`config.mk`:
```
export PLATFORM = sky130hd
export DESIGN_NAME = pld_fuse_programmer
export DESIGN_NICKNAME = d
export VERILOG_FILES = /design/src/rtl/pld_pkg.sv /design/src/rtl/pld_cfg_checksum.sv /design/src/rtl/pld_fuse_programmer.sv
export SDC_FILE = /design/constraint.sdc
export NUM_CORES = 1
export LEC_CHECK = 0
export ABC_AREA = 1
export CAP_MARGIN = 20
export CORE_MARGIN = 2
export CORE_UTILIZATION = 40
export CTS_CLUSTER_SIZE = 40
export DETAILED_ROUTE_END_ITERATION = 12
export PLACE_DENSITY_LB_ADDON = 0.3
export SLEW_MARGIN = 20
export SYNTH_ARGS = -nofsm -noshare
export SYNTH_HDL_FRONTEND = slang
export SYNTH_SLANG_ARGS = --single-unit
```
`constraint.sdc`:
```
create_clock -name clk_i -period 1.7 [get_ports clk_i]
set_input_delay 0.34 -clock clk_i [delete_from_list [all_inputs] [get_ports clk_i]]
set_output_delay 0.34 -clock clk_i [all_outputs]
set_load 0.01 [all_outputs]
```
`src/rtl/pld_pkg.sv`:
```
// Shared definitions for the pld block and its fuse programmer: programmer
// state encoding and the fuse/word count helpers that size both designs.
package pld_pkg;

   typedef enum logic [2:0] {
      IDLE,
      LOAD_AND,
      LOAD_OR,
      CHECK,
      COMMIT,
      ERROR
   } pld_prog_state_e;

   // AND-matrix fuses for an N-input pld: 2**(N+2) * N**2.
   function automatic int and_fuse_count(input int n);
      return (1 << (n + 2)) * n * n;
   endfunction

   // OR-matrix fuses for N inputs and M outputs: M * 2**(2N).
   function automatic int or_fuse_count(input int n, input int m);
      return m * (1 << (2 * n));
   endfunction

   // Number of W-bit words needed to carry the given number of bits.
   function automatic int word_count(input int bits, input int w);
      return (bits + w - 1) / w;
   endfunction

   function automatic int max2(input int a, input int b);
      return (a > b) ? a : b;
   endfunction

endpackage

```
`src/rtl/pld_cfg_checksum.sv`:
```
// Running XOR over bitstream words. Clear wins over enable so a new session
// can start accumulating on the very next accepted word.
module pld_cfg_checksum #(
   parameter int WORD_W = 8
) (
   input  logic              clk_i,
   input  logic              rst_i,
   input  logic              clear,
   input  logic              enable,
   input  logic [WORD_W-1:0] data,
   output logic [WORD_W-1:0] sum
);

   logic [WORD_W-1:0] sum_reg;

   // Accumulate accepted words; reset and clear both zero the sum.
   always_ff @(posedge clk_i) begin
      if (rst_i || clear) begin
         sum_reg <= '0;
      end else if (enable) begin
         sum_reg <= sum_reg ^ data;
      end
   end

   assign sum = sum_reg;

endmodule

```
`src/rtl/pld_fuse_programmer.sv`:
```
// Fuse programmer for the pld block. Collects AND words, then OR words, then
// one checksum word over a valid/ready link into shadow registers, and only
// on a checksum match copies both shadows to the committed fuse outputs in
// a single edge, so the pld never sees a half-written configuration.
module pld_fuse_programmer
   import pld_pkg::*;
#(
   parameter int NUM_PORTS_IN  = 2,
   parameter int NUM_PORTS_OUT = 1,
   parameter int WORD_W        = 8
) (
   input  logic                                                clk_i,
   input  logic                                                rst_i,
   input  logic                                                start_i,
   input  logic                                                abort_i,
   input  logic [WORD_W-1:0]                                   cfg_data_i,
   input  logic                                                cfg_valid_i,
   output logic                                                cfg_ready_o,
   output logic [and_fuse_count(NUM_PORTS_IN)-1:0]             and_fuses_o,
   output logic [or_fuse_count(NUM_PORTS_IN, NUM_PORTS_OUT)-1:0] or_fuses_o,
   output logic                                                cfg_loaded_o,
   output logic                                                busy_o,
   output logic                                                done_o,
   output logic                                                error_o
);

   localparam int AF    = and_fuse_count(NUM_PORTS_IN);
   localparam int OF    = or_fuse_count(NUM_PORTS_IN, NUM_PORTS_OUT);
   localparam int AW    = word_count(AF, WORD_W);
   localparam int OW    = word_count(OF, WORD_W);
   localparam int CNT_W = $clog2(max2(AW, OW) + 1);

   localparam logic [CNT_W-1:0] AW_LAST = CNT_W'(AW - 1);
   localparam logic [CNT_W-1:0] OW_LAST = CNT_W'(OW - 1);

   pld_prog_state_e          state_reg, state_next;
   logic [CNT_W-1:0]         cnt_reg;
   logic [AW*WORD_W-1:0]     shadow_and_reg;
   logic [OW*WORD_W-1:0]     shadow_or_reg;
   logic [AF-1:0]            and_fuses_reg;
   logic [OF-1:0]            or_fuses_reg;
   logic                     loaded_reg;
   logic                     ready_reg;
   logic [WORD_W-1:0]        ck_sum;
   logic [AW-1:0]            and_we;
   logic [OW-1:0]            or_we;

   logic accept;
   logic start_go;
   logic shadow_clear;
   logic load_accept;
   logic commit_go;

   // abort_i masks the handshake even though ready may already be high.
   assign accept       = cfg_valid_i && ready_reg && !abort_i;
   assign start_go     = start_i && !abort_i && (state_reg == IDLE || state_reg == ERROR);
   assign shadow_clear = abort_i || start_go;
   assign load_accept  = accept && (state_reg == LOAD_AND || state_reg == LOAD_OR);
   assign commit_go    = accept && (state_reg == CHECK) && (cfg_data_i == ck_sum);

   // One write enable per shadow word, selected by the word counter.
   genvar gi;
   generate
      for (gi = 0; gi < AW; gi++) begin : g_and_we
         assign and_we[gi] = accept && (state_reg == LOAD_AND) && (cnt_reg == CNT_W'(gi));
      end
      for (gi = 0; gi < OW; gi++) begin : g_or_we
         assign or_we[gi] = accept && (state_reg == LOAD_OR) && (cnt_reg == CNT_W'(gi));
      end
   endgenerate

   pld_cfg_checksum #(
      .WORD_W (WORD_W)
   ) u_checksum (
      .clk_i  (clk_i),
      .rst_i  (rst_i),
      .clear  (shadow_clear),
      .enable (load_accept),
      .data   (cfg_data_i),
      .sum    (ck_sum)
   );

   // State register.
   always_ff @(posedge clk_i) begin
      if (rst_i) begin
         state_reg <= IDLE;
      end else begin
         state_reg <= state_next;
      end
   end

   // Next-state logic; abort overrides every other transition.
   always_comb begin
      state_next = state_reg;
      case (state_reg)
         IDLE:     if (start_go) state_next = LOAD_AND;
         LOAD_AND: if (accept && cnt_reg == AW_LAST) state_next = LOAD_OR;
         LOAD_OR:  if (accept && cnt_reg == OW_LAST) state_next = CHECK;
         CHECK:    if (accept) state_next = commit_go ? COMMIT : ERROR;
         COMMIT:   state_next = IDLE;
         ERROR:    if (start_go) state_next = LOAD_AND;
         default:  state_next = IDLE;
      endcase
      if (abort_i) begin
         state_next = IDLE;
      end
   end

   // Word counter restarts on every state change, counts accepted load words.
   always_ff @(posedge clk_i) begin
      if (rst_i || state_next != state_reg) begin
         cnt_reg <= '0;
      end else if (load_accept) begin
         cnt_reg <= cnt_reg + 1'b1;
      end
   end

   // Shadow registers: cleared at session start/abort, filled word by word.
   always_ff @(posedge clk_i) begin
      if (rst_i || shadow_clear) begin
         shadow_and_reg <= '0;
         shadow_or_reg  <= '0;
      end else begin
         for (int k = 0; k < AW; k++) begin
            if (and_we[k]) shadow_and_reg[k*WORD_W +: WORD_W] <= cfg_data_i;
         end
         for (int k = 0; k < OW; k++) begin
            if (or_we[k]) shadow_or_reg[k*WORD_W +: WORD_W] <= cfg_data_i;
         end
      end
   end

   // Atomic commit on the checksum handshake edge, so the new vectors appear
   // in the same cycle as done_o. Padding bits of the last word are dropped.
   always_ff @(posedge clk_i) begin
      if (rst_i) begin
         and_fuses_reg <= '0;
         or_fuses_reg  <= '0;
         loaded_reg    <= 1'b0;
      end else if (commit_go) begin
         and_fuses_reg <= shadow_and_reg[AF-1:0];
         or_fuses_reg  <= shadow_or_reg[OF-1:0];
         loaded_reg    <= 1'b1;
      end
   end

   // Ready is registered from the next state, independent of cfg_valid_i.
   always_ff @(posedge clk_i) begin
      if (rst_i) begin
         ready_reg <= 1'b0;
      end else begin
         ready_reg <= (state_next == LOAD_AND) || (state_next == LOAD_OR) ||
                      (state_next == CHECK);
      end
   end

   assign cfg_ready_o  = ready_reg;
   assign and_fuses_o  = and_fuses_reg;
   assign or_fuses_o   = or_fuses_reg;
   assign cfg_loaded_o = loaded_reg;
   assign busy_o       = (state_reg == LOAD_AND) || (state_reg == LOAD_OR) ||
                         (state_reg == CHECK) || (state_reg == COMMIT);
   assign done_o       = (state_reg == COMMIT);
   assign error_o      = (state_reg == ERROR);

endmodule

```
==> out/metrics.cfg <==
[drt]
vias = 5713
vias_per_cell = 4.72
drtIter0Drc = 383
wl_per_cell_um = 13.2
wl_mm = 16.0
ant_nets = 0
first_pass_iters = 5
drc = 0

[power_and_ir_drop]
power_density_nw_per_um2 = 889
vdd_drop_max_mv = 0.707
leakagePower_uw = 0.00356

[worst_hold_path]
hp-class = in -> reg
worstHoldStart = cfg_data_i[5]
min_delay_worst_endpoint = u_checksum.sum[5]
whs_path_depth = 4

[place]
gp_congestion = 0.834
place_area_um2 = 8420
io_buffers = 97
dp_hpwl_mm = 10.6

[logic_synthesis]
synth-adder-area-share_pct = 0.734
yosys-top-cells-count = 177 x dfxtp_1, 168 x a21oi_1, 149 x inv_1, 143 x o21ai_0, 60 x nand2_1
synth_flop_cell = dfxtp_1
synth_top_area_share_pct = 52.0
synth.most_common_cell = dfxtp_1
synthTopCellsByArea = dfxtp_1 52%, a21oi_1 12%, o21ai_0 10%
synth_compound_area_share_pct = 25.1
ys_seq_area_share_pct = 52.0
synth_edf_count = 0
synth_top_family_by_area = compound AO/OA/AOI/OAI gates
synth_mux_area_share_pct = 0.165
syn-cell-area_um2 = 6820
ys_warn_count = 0
yosysTopAreaCell = dfxtp_1
synthSimpleGateAreaFrac_pct = 8.02
syn_nets = 847
synth.ff_latch_count = 177
synth.distinct_cells = 34
syn_inst = 830
yosys.area_share.xor_xnor_pct = 0.771
synthArstFlopShare_pct = 0
avgSynthCellArea_um2 = 8.22

[clock_network]
cts_tree = yes
clock_latency_ps = 430
root_buffer = clkbuf_16
cts_buffers = 17
path_clk_slew_ps = 70
cts_max_path_buffers = 2
htree_levels = 4
cts_sinks = 177

[timing]
fin_crit_ps = 1670
rsz0062_at_grt = true
drv_slew = 0
clock-skew-final_ps = 10.5
min_period_over_period_pct = 98.5
worstMarginPinSlew_ps = 250
hold_violations = 0
setup_viol = 0
hold_slack_ps = 297
maxSlewHeadroom_pct = 83.3
fmaxAchievable_mhz = 597
fin_setup_tns_ps = 0

[final_layout]
final_nets = 995
drive_gt1_share_pct = 17.3
fillCellCount = 1495
fin_util_pct = 55.5
antenna_cells = 0
areaGrowthSynthToFinish_pct = 35.5
fin_area_um2 = 9240

[floorplanning]
num_io_pins = 98
die_y_um = 135
initial_core_util_pct = 41.0
die_area_um2 = 18100
fp.dieW_um = 135
coreArea_um2 = 16600
num_rows = 47

[critical_path]
slowest_delay_ps = 380
critical_path_depth = 3
reg2reg_to = cnt_reg[1]
critPathKind = reg -> out
r2r_cells = 9
crit_fanout = 3
cp_data_arrival_time_ps = 1330
timing.rr.start = state_reg[2]
critPathTopFamily = flip-flops
path_buf_inv = 2
critPathLaunchType = register
critPathCaptureType = output pin
worstPathCellList = inv_1, nor3_1, clkdlybuf4s15_2
crit_required_ps = 1360
slowest_stage = dfxtp_1
rrSetupSlack_ps = 80

[run]
drv_cap = 0

[grt]
grt_pass1_wl_mm = 25.5
grt_pass1_vias = 5280
grt_max_degree = 46
antenna_found_initial = 0
grt-ovfl-total = 0
grt_use_total_pct = 17.6

[outcome]
outcome = complete, no violations

kinds of logic (layout without fill, tap and decap cells):
| group | count (synthesis) | count (layout) |
|---|---|---|
| and+or+nand+nor | 106 | 106 |
| DFF | 177 | 177 |
| AOI/OAI and AO/OA | 334 | 334 |
| buffers and inverters | 202 | 362 |
| muxes | 1 | 1 |
| adders and majority gates | 4 | 4 |
| xor gates and xnor gates | 6 | 6 |
routing by layer:
metal	track usage [%]	wire length [µm]	up-vias	share of wire (%)
li1	-	-	2996	-
met1	23.2	7580	2578	47
met2	28.4	7470	109	47
met3	4.05	663	30	4.1
met4	6.26	288	0	1.8
met5	0	0	-	0
worst min-delay path, stage by stage:
cell	delay [ps]
dlymetal6s2s_1	110
xor2_1	90
o21ai_0	70
a21oi_1	60
cells in the final DEF, fill, tap and decap left out, drive strengths merged:
master and instances:
dlygate4sd2 2, nor3 3, buf 76, clkdlybuf4s15 1, dlymetal6s2s 16, inv 158, a21oi 170, ha 4
mux2 1, dfxtp 177, nand3 14, or2 2, o21ai 157, nand2 61, nor4 1, nor2 24
a211oi 6, xor2 6, nand4 1, clkbuf 23, clkinv 5, a21boi 1, clkdlybuf4s50 76, bufinv 1
clkinvlp 4
report_power, final:
group	internal, µW	leakage (µW)	switching (µW)	total (µW)
clock network	2090	0.000268	1620	3700
logic	138	0.00187	222	360
registers	4150	0.00143	3.34	4150
worst max-delay path by stage:
stage                     from              end  slack (ps)
6_report          state_reg[2]           done_o          30
3_3_place_gp       cfg_valid_i       cnt_reg[3]        -420
4_1_cts        and_fuses_o[55]  and_fuses_o[55]         0.5
5_1_grt           state_reg[2]           done_o         -30
3_5_place_dp       cfg_valid_i       cnt_reg[1]        -480
2_1_floorplan      cfg_ready_o  and_fuses_o[44]         120
stage by stage:
| stage | setup WS [ps] | instances | total power, µW |
|---|---|---|---|
| 6_report | 25.4 | 1210 | 8210 |
| 5_1_grt | -26.9 | 1210 | 8510 |
| 4_1_cts | 0.516 | 1204 | 8270 |
| 3_5_place_dp | -479 | 1171 | 4590 |
| 3_3_place_gp | -419 | 1171 | 4590 |
| 2_1_floorplan | 120 | 830 | 4420 |
layout make-up:
type                    instances  area (µm²)  share of cell area [%]
flip-flops and latches        177        3550                    38.5
multi-input cells             451        2460                    26.7
repair buffers                175        1790                    19.4
inverters                     156         593                    6.42
clock buffers                  19         453                    4.90
well taps                     220         275                    2.98
clock inverters                12         110                    1.19
repair_timing:
action | CTS | global route
setup buffers | 2 | 3
endpoints found under the setup margin | 9 | 106
gates resized for setup | 15 | 65
hold buffers | 0 | 0
cloned | 0 | 3
pin swaps | 2 | 12
Note: power is estimated with default switching activity, not from simulation.
